File: config.mk
export PLATFORM = sky130hd
export DESIGN_NAME = csr_bus_arbiter
export DESIGN_NICKNAME = d
export VERILOG_FILES = /design/src/rtl/csr_bus_pkg.sv /design/src/rtl/csr_rmw_unit.sv /design/src/rtl/csr_bus_arbiter.sv
export SDC_FILE = /design/constraint.sdc
export NUM_CORES = 1
export LEC_CHECK = 0
export CORE_MARGIN = 2
export CORE_UTILIZATION = 50
export CTS_CLUSTER_DIAMETER = 200
export DETAILED_ROUTE_END_ITERATION = 7
export GPL_TIMING_DRIVEN = 0
export PLACE_DENSITY = 0.85
export SLEW_MARGIN = 10
export SYNTH_ARGS = -nofsm -noshare
export SYNTH_HDL_FRONTEND = slang
export SYNTH_SLANG_ARGS = --single-unit
export TNS_END_PERCENT = 5
File: constraint.sdc
create_clock -name clk -period 2.82 [get_ports clk]
set_input_delay 0.705 -clock clk [delete_from_list [all_inputs] [get_ports clk]]
set_output_delay 0.705 -clock clk [all_outputs]
set_load 0.01 [all_outputs]
File: src/rtl/csr_bus_pkg.sv
// Shared encodings for the CSR bus arbiter: access ops, FSM states and the
// read-only address prefix.
package csr_bus_pkg;

  localparam int ADDR_W = 12;
  localparam int DATA_W = 32;

  typedef enum logic [1:0] {
    OP_READ = 2'b00,
    OP_RW   = 2'b01,
    OP_RS   = 2'b10,
    OP_RC   = 2'b11
  } csr_op_e;

  typedef enum logic [1:0] {
    ST_IDLE  = 2'b00,
    ST_READ  = 2'b01,
    ST_WRITE = 2'b10
  } arb_state_e;

  localparam logic [1:0] RO_PREFIX = 2'b11;

endpackage

File: src/rtl/csr_rmw_unit.sv
// Combinational read-modify-write helper: write value, whether a write is
// needed at all, and whether that write targets a read-only address.
module csr_rmw_unit
  import csr_bus_pkg::*;
(
  input  csr_op_e             i_op,
  input  logic [DATA_W-1:0]   i_wdata,
  input  logic [DATA_W-1:0]   i_old,
  input  logic [ADDR_W-1:0]   i_addr,
  output logic [DATA_W-1:0]   o_wval,
  output logic                o_write_needed,
  output logic                o_ro_violation
);

  logic w_mask_nonzero;

  assign w_mask_nonzero = |i_wdata;

  always_comb begin
    o_wval         = i_wdata;
    o_write_needed = 1'b0;
    case (i_op)
      OP_RW: begin
        o_wval         = i_wdata;
        o_write_needed = 1'b1;
      end
      OP_RS: begin
        o_wval         = i_old | i_wdata;
        o_write_needed = w_mask_nonzero;
      end
      OP_RC: begin
        o_wval         = i_old & ~i_wdata;
        o_write_needed = w_mask_nonzero;
      end
      default: begin
        o_wval         = i_wdata;
        o_write_needed = 1'b0;
      end
    endcase
  end

  assign o_ro_violation = o_write_needed && (i_addr[ADDR_W-1:ADDR_W-2] == RO_PREFIX);

endmodule

File: src/rtl/csr_bus_arbiter.sv
// Two-port (core / mgmt) CSR access arbiter with a 3-cycle IDLE/READ/WRITE
// sequence. Define CSR_ARBITER_ROUND_ROBIN_EN for round-robin on collisions.
module csr_bus_arbiter
  import csr_bus_pkg::*;
(
  input  logic                clk,
  input  logic                rst,
  input  logic                coreRequest,
  input  logic [ADDR_W-1:0]   coreAddress,
  input  logic [1:0]          coreOp,
  input  logic [DATA_W-1:0]   coreWriteData,
  output logic [DATA_W-1:0]   coreReadData,
  output logic                coreDone,
  output logic                coreError,
  input  logic                mgmtRequest,
  input  logic [ADDR_W-1:0]   mgmtAddress,
  input  logic [1:0]          mgmtOp,
  input  logic [DATA_W-1:0]   mgmtWriteData,
  output logic [DATA_W-1:0]   mgmtReadData,
  output logic                mgmtDone,
  output logic                mgmtError,
  output logic                csrReadEnable,
  output logic                csrWriteEnable,
  output logic [ADDR_W-1:0]   csrReadAddress,
  output logic [ADDR_W-1:0]   csrWriteAddress,
  output logic [DATA_W-1:0]   csrWriteData,
  input  logic [DATA_W-1:0]   csrReadData,
  input  logic                csrRequestOutput
);

  arb_state_e          r_state;
  logic                r_sel_mgmt;
  logic [ADDR_W-1:0]   r_addr;
  csr_op_e             r_op;
  logic [DATA_W-1:0]   r_wdata;

  logic                r_csr_re;
  logic                r_csr_we;
  logic [ADDR_W-1:0]   r_csr_raddr;
  logic [ADDR_W-1:0]   r_csr_waddr;
  logic [DATA_W-1:0]   r_csr_wdata;

  logic [DATA_W-1:0]   r_core_rdata;
  logic                r_core_done;
  logic                r_core_err;
  logic [DATA_W-1:0]   r_mgmt_rdata;
  logic                r_mgmt_done;
  logic                r_mgmt_err;

  logic                w_grant;
  logic                w_pick_mgmt;
  logic [DATA_W-1:0]   w_wval;
  logic                w_write_needed;
  logic                w_ro_violation;
  logic                w_err;
  logic                w_we;
  logic [DATA_W-1:0]   w_rdata;

  assign w_grant = coreRequest | mgmtRequest;

`ifdef CSR_ARBITER_ROUND_ROBIN_EN
  // r_core_last = 0 means mgmt was granted last, so core wins first after reset
  logic r_core_last;

  assign w_pick_mgmt = mgmtRequest && (!coreRequest || r_core_last);

  always_ff @(posedge clk) begin
    if (!rst) begin
      r_core_last <= 1'b0;
    end else if (r_state == ST_IDLE && w_grant) begin
      r_core_last <= !w_pick_mgmt;
    end
  end
`else
  assign w_pick_mgmt = mgmtRequest && !coreRequest;
`endif

  csr_rmw_unit u_rmw (
    .i_op           (r_op),
    .i_wdata        (r_wdata),
    .i_old          (csrReadData),
    .i_addr         (r_addr),
    .o_wval         (w_wval),
    .o_write_needed (w_write_needed),
    .o_ro_violation (w_ro_violation)
  );

  assign w_err   = !csrRequestOutput || w_ro_violation;
  assign w_we    = w_write_needed && !w_err;
  assign w_rdata = csrRequestOutput ? csrReadData : '0;

  always_ff @(posedge clk) begin
    if (!rst) begin
      r_state      <= ST_IDLE;
      r_sel_mgmt   <= 1'b0;
      r_addr       <= '0;
      r_op         <= OP_READ;
      r_wdata      <= '0;
      r_csr_re     <= 1'b0;
      r_csr_we     <= 1'b0;
      r_csr_raddr  <= '0;
      r_csr_waddr  <= '0;
      r_csr_wdata  <= '0;
      r_core_rdata <= '0;
      r_core_done  <= 1'b0;
      r_core_err   <= 1'b0;
      r_mgmt_rdata <= '0;
      r_mgmt_done  <= 1'b0;
      r_mgmt_err   <= 1'b0;
    end else begin
      case (r_state)
        ST_IDLE: begin
          if (w_grant) begin
            r_state     <= ST_READ;
            r_sel_mgmt  <= w_pick_mgmt;
            r_addr      <= w_pick_mgmt ? mgmtAddress : coreAddress;
            r_op        <= csr_op_e'(w_pick_mgmt ? mgmtOp : coreOp);
            r_wdata     <= w_pick_mgmt ? mgmtWriteData : coreWriteData;
            r_csr_re    <= 1'b1;
            r_csr_raddr <= w_pick_mgmt ? mgmtAddress : coreAddress;
          end
        end
        ST_READ: begin
          // Read data is captured here; the WRITE cycle only replays registers.
          r_state     <= ST_WRITE;
          r_csr_re    <= 1'b0;
          r_csr_we    <= w_we;
          r_csr_waddr <= r_addr;
          r_csr_wdata <= w_wval;
          if (r_sel_mgmt) begin
            r_mgmt_done  <= 1'b1;
            r_mgmt_rdata <= w_rdata;
            r_mgmt_err   <= w_err;
          end else begin
            r_core_done  <= 1'b1;
            r_core_rdata <= w_rdata;
            r_core_err   <= w_err;
          end
        end
        ST_WRITE: begin
          r_state     <= ST_IDLE;
          r_csr_we    <= 1'b0;
          r_csr_raddr <= '0;
          r_csr_waddr <= '0;
          r_csr_wdata <= '0;
          r_core_done <= 1'b0;
          r_mgmt_done <= 1'b0;
        end
        default: begin
          r_state <= ST_IDLE;
        end
      endcase
    end
  end

  assign csrReadEnable   = r_csr_re;
  assign csrWriteEnable  = r_csr_we;
  assign csrReadAddress  = r_csr_raddr;
  assign csrWriteAddress = r_csr_waddr;
  assign csrWriteData    = r_csr_wdata;
  assign coreReadData    = r_core_rdata;
  assign coreDone        = r_core_done;
  assign coreError       = r_core_err;
  assign mgmtReadData    = r_mgmt_rdata;
  assign mgmtDone        = r_mgmt_done;
  assign mgmtError       = r_mgmt_err;

endmodule

* Word-level counts from Yosys, hierarchy flattened
Cells that the tools add are included.
** Operators by class
- Equality and inequality tests :: 9
- Muxes and demuxes :: 19
- Bitwise operators :: 5
- Reduce and logical (&&, ||, !) cells :: 20
** Operators by type and width (number)
- $pmux 32 s2 :: 2
- $mux 32 :: 2
- $pmux 12 s2 :: 2
- $and 32x32->32 :: 1
- $not 32->32 :: 1
- $or 32x32->32 :: 1
- $reduce_or 32->1 :: 1
- $mux 12 :: 2
- $reduce_and 2->1 :: 7
- $pmux 1 s2 :: 5
- $eq 2x2->1 const B :: 4
- $ne 2x2->1 const B :: 3
- $reduce_bool 2->1 :: 3
- $eq 2x1->1 const B :: 2
- $mux 2 :: 2
- $pmux 2 s2 :: 1
- $logic_and 1x1->1 :: 3
- $logic_not 1->1 :: 3
- $mux 1 :: 3
- $logic_not 2->1 :: 1
- $reduce_or 2->1 :: 1
- $logic_or 1x1->1 :: 1
- $not 1->1 :: 1
- $or 1x1->1 :: 1
** Word-level totals
- Flip-flop bits (word level) :: 175
- Output and inout port bits :: 126
- Logic and storage cells :: 69

* Logic depth before layout (Yosys ltp)
- Depth in word-level cells :: 8
- Mapped depth :: 8

* By module
Synthesis repeated with hierarchy kept, for this count alone.
** Second synthesis, totals
- Cell total of the unflattened synthesis :: 873
- Area, all modules :: 7275.7 um^2
** By module, submodules not included
- csr_bus_arbiter :: instances 1, cells an instance 784, area each 6661.4 um^2, seq. area each 3503.4 um^2
- csr_rmw_unit :: instances 1, cells an instance 89, area each 614.3 um^2, seq. area each 0.0 um^2

* Worst setup path after synthesis
No wires, ideal clock.
- Path kind :: in2reg
- Start :: input mgmtRequest
- End :: register r_op[1]
- Setup time :: 116 ps
- Arrival :: 1509 ps
- Required time :: 2704 ps
- Slack :: 1195 ps
- Stages on the path :: 5
- Cell sequence :: o21a_1 buf_2 buf_2 buf_2 o211a_1
** On the way
- Longest elaborated chain between the ends :: 2
** RTL lines
- from (decl) :: RTL line csr_bus_arbiter.sv:15 : input logic mgmtRequest,
- $or 1x1->1 or $logic_and 1x1->1 (tied branches) :: RTL line csr_bus_arbiter.sv:59, csr_bus_arbiter.sv:75
- $reduce_and 2->1 (no source line) or $mux 2 (tied branches)
- to (signal assigned) :: RTL line csr_bus_arbiter.sv:117 : r_op <= csr_op_e'(w_pick_mgmt ? mgmtOp : coreOp);
- to (decl) :: RTL line csr_bus_arbiter.sv:34 : csr_op_e r_op;
Several ways; a longest one is shown, not always the timed one.
A chain may end at the register's enable or synchronous reset.

* Worst setup path after layout
- Start :: input coreRequest
- End :: register r_wdata[13]
** On the way
- Longest elaborated chain between the ends :: 3
** RTL lines
- from (decl) :: RTL line csr_bus_arbiter.sv:8 : input logic coreRequest,
- $logic_not 1->1 :: RTL line csr_bus_arbiter.sv:75 : assign w_pick_mgmt = mgmtRequest && !coreRequest;
- $logic_and 1x1->1 :: RTL line csr_bus_arbiter.sv:75
- $mux 32 :: RTL line csr_bus_arbiter.sv:118 : r_wdata <= w_pick_mgmt ? mgmtWriteData : coreWriteData;
- to (signal assigned) :: RTL line csr_bus_arbiter.sv:118
- to (decl) :: RTL line csr_bus_arbiter.sv:35 : logic [DATA_W-1:0] r_wdata;
Several ways; a longest one is shown, not always the timed one.

==> flow_summary.json <==
{
  "cp.arrival_ns": 2.56,
  "required_ns": 3.14,
  "setup_viol": 0,
  "p_leak_nw": 4.40,
  "stdcell_count": 1402,
  "drc_errors": 0,
  "routed_wirelength_um": 24800,
  "antenna_found_initial": 0,
  "synth_edf_count": 0,
  "critPathMaxStageDelay_ns": 0.61,
  "drv_slew": 0,
  "tightest_slew_ns": 0.599,
  "holdCritPathClass": "flip-flop to flip-flop",
  "ios": 255,
  "overflow": 0,
  "die_h_um": 128,
  "postCtsSetupBuffers": 0,
  "pre_cts_ws_ns": 0.146,
  "skew_ns": 0.00565,
  "netlist_instances": 929,
  "worst_slack_ns": 0.580,
  "grt_pass1_vias": 7426,
  "outcome": "complete, no violations",
  "cts.sinks": 175,
  "syn_to_final_growth_pct": 44.1,
  "placed_cell_area_sq_um": 10500,
  "drv_cap": 0,
  "fin_hold_ws_ns": 0.461,
  "synth_area_sq_um": 7710,
  "fillCellCount": 1176,
  "max_freq_ghz": 0.446,
  "crit_cells": 6,
  "row_count": 45,
  "setup_tns_ns": 0,
  "nets": 1334,
  "initial_core_util": 0.509,
  "avgRoutedWirePerCell_um": 17.7,
  "via_count": 7778,
  "crit_path_cell_trace": "clkdlybuf4s50_1, o21a_1, buf_2, clkbuf_1, nand3_1, o211a_1",
  "reg2reg_slack_ns": 0.73,
  "htreeDepth": 4,
  "critPathBufInv": 3,
  "die_w_um": 128,
  "ys_ff_latch": 175,
  "synth_nets": 1062,
  "utilization": 0.733,
  "grt_max_degree": 17,
  "clk_latency_ns": 0.42,
  "clk_pin_slew_worst_paths_ns": 0.06,
  "diodes": 0,
  "ir_drop_v": 0.000545,
  "final_antenna_net_count": 0,
  "gp_congestion": 0.871,
  "tritoncts": "done",
  "hold_viol": 0,
  "cts_hold_buf": 0,
  "end_kind": "flip-flop",
  "stdcell_area_sq_um": 11100,
  "cpMaxStageDelayCell": "clkdlybuf4s50_1",
  "clockBufferDepth": 2,
  "synth_flop_cell": "dfxtp_1",
  "yosys_warnings": 0,
  "critical_path.top_delay_family": "buffers and inverters",
  "async_flop_share": 0,
  "vias_per_cell": 5.55,
  "slew_headroom": 0.601,
  "dp_cells": 1370,
  "final_common_cell": "clkdlybuf4s50_1",
  "start_kind": "input port",
  "first_iter_violations": 554,
  "holdPathStages": 2,
  "core_sq_um": 15100,
  "place_hpwl_um": 19100,
  "rsz0062_at_grt": "false",
  "ctsResizeCount": 0,
  "ys_seq_area_frac": 0.454,
  "cts_buffers": 17,
  "synth.avg_cell_area_sq_um": 8.30,
  "synth_cell_types": 38,
  "io_buffers": 253,
  "grt_pass1_wl_um": 38600,
  "reg2regPathDepth": 7,
  "drive_gt1_frac": 0.0544,
  "dr.pass1.iters": 5,
  "power_mw": 6.97,
  "final_cell_mix": "clkdlybuf4s50_1, dfxtp_1, nand2_1",
  "period_share": 0.794,
  "dieArea_sq_um": 16400,
  "cts-root-buf": "clkbuf_16",
  "p_per_area_nw_per_um2": 627,
  "fin_crit_ns": 2.24,
  "cp_max_fo": 10,
  "track_usage": 0.301,
  "path_class": "input port to flip-flop"
}
cell families after synthesis:
group | synth area share
and+or+nand+nor | 0.261
AOI/OAI and AO/OA | 0.209
DFF | 0.454
buffers and inverters | 0.0680
adders and majority gates | 0.00649
muxes | 0.00130
layer usage:
| layer | vias up | track usage | share of wire |
|---|---|---|---|
| met5 | - | 0 | 0 |
| met4 | 0 | 0.105 | 0.023 |
| met3 | 50 | 0.0722 | 0.074 |
| met2 | 318 | 0.517 | 0.48 |
| met1 | 3670 | 0.368 | 0.42 |
| li1 | 3740 | - | - |
registers in the layout (all words and copies together), names as in the netlist:
register / cells
csrReadEnable: 1
coreDone: 1
csrWriteEnable: 1
csrWriteData: 32
mgmtError: 1
r_wdata: 32
r_state: 2
r_addr: 12
r_op: 2
mgmtReadData: 32
mgmtDone: 1
r_sel_mgmt: 1
coreReadData: 32
coreError: 1
csrReadAddress: 12
csrWriteAddress: 12
cells in the mapped netlist, types with 3 or more instances:
| cell | number | area, sq um |
|---|---|---|
| nand3_1 | 98 | 490 |
| o211a_1 | 34 | 340 |
| buf_1 | 8 | 30.0 |
| clkbuf_1 | 43 | 161 |
| ha_1 | 4 | 50.1 |
| o22ai_1 | 55 | 344 |
| and2_1 | 67 | 419 |
| nor2b_1 | 8 | 50.1 |
| dfxtp_1 | 175 | 3500 |
| a21boi_0 | 65 | 488 |
| and3b_1 | 30 | 263 |
| nand2b_1 | 6 | 37.5 |
| o21a_1 | 3 | 22.5 |
| a21oi_1 | 36 | 180 |
| inv_1 | 45 | 169 |
| nand2_1 | 167 | 627 |
| nor2_1 | 5 | 18.8 |
| o21ai_0 | 13 | 65.1 |
| buf_2 | 29 | 145 |
| o2bb2ai_1 | 11 | 96.3 |
| nor4_1 | 6 | 37.5 |
where the power goes:
part           total (mW)  switching [mW]  internal (mW)
clock                2.53            1.03           1.50
combinational        1.58           0.822          0.763
sequential           2.85           0.158           2.69
total                6.97            2.01           4.95
area by class of cell:
| type | instances | area (sq um) | area share |
|---|---|---|---|
| clock inverters | 15 | 206 | 0.0186 |
| flip-flops and latches | 175 | 3500 | 0.315 |
| multi-input cells | 627 | 3680 | 0.331 |
| clock buffers | 17 | 425 | 0.0383 |
| plain buffers | 82 | 355 | 0.0320 |
| well taps | 188 | 235 | 0.0212 |
| inverters | 45 | 169 | 0.0152 |
| repair buffers | 253 | 2530 | 0.228 |
worst paths after layout:
check,from,end
max,coreRequest,r_wdata[13]
min,coreReadData[11],coreReadData[11]
max reg2reg,r_state[1],r_wdata[13]
min reg2reg,coreReadData[11],coreReadData[11]
worst reg2reg max path, cell delays in order, from the launching register on:
cell and delay (ns):
dfxtp_1 0.32, inv_1 0.12, ha_1 0.29, o21a_1 0.15, buf_2 0.20, clkbuf_1 0.46
nand3_1 0.24, o211a_1 0.20
Note: power is estimated with default switching activity, not from simulation.
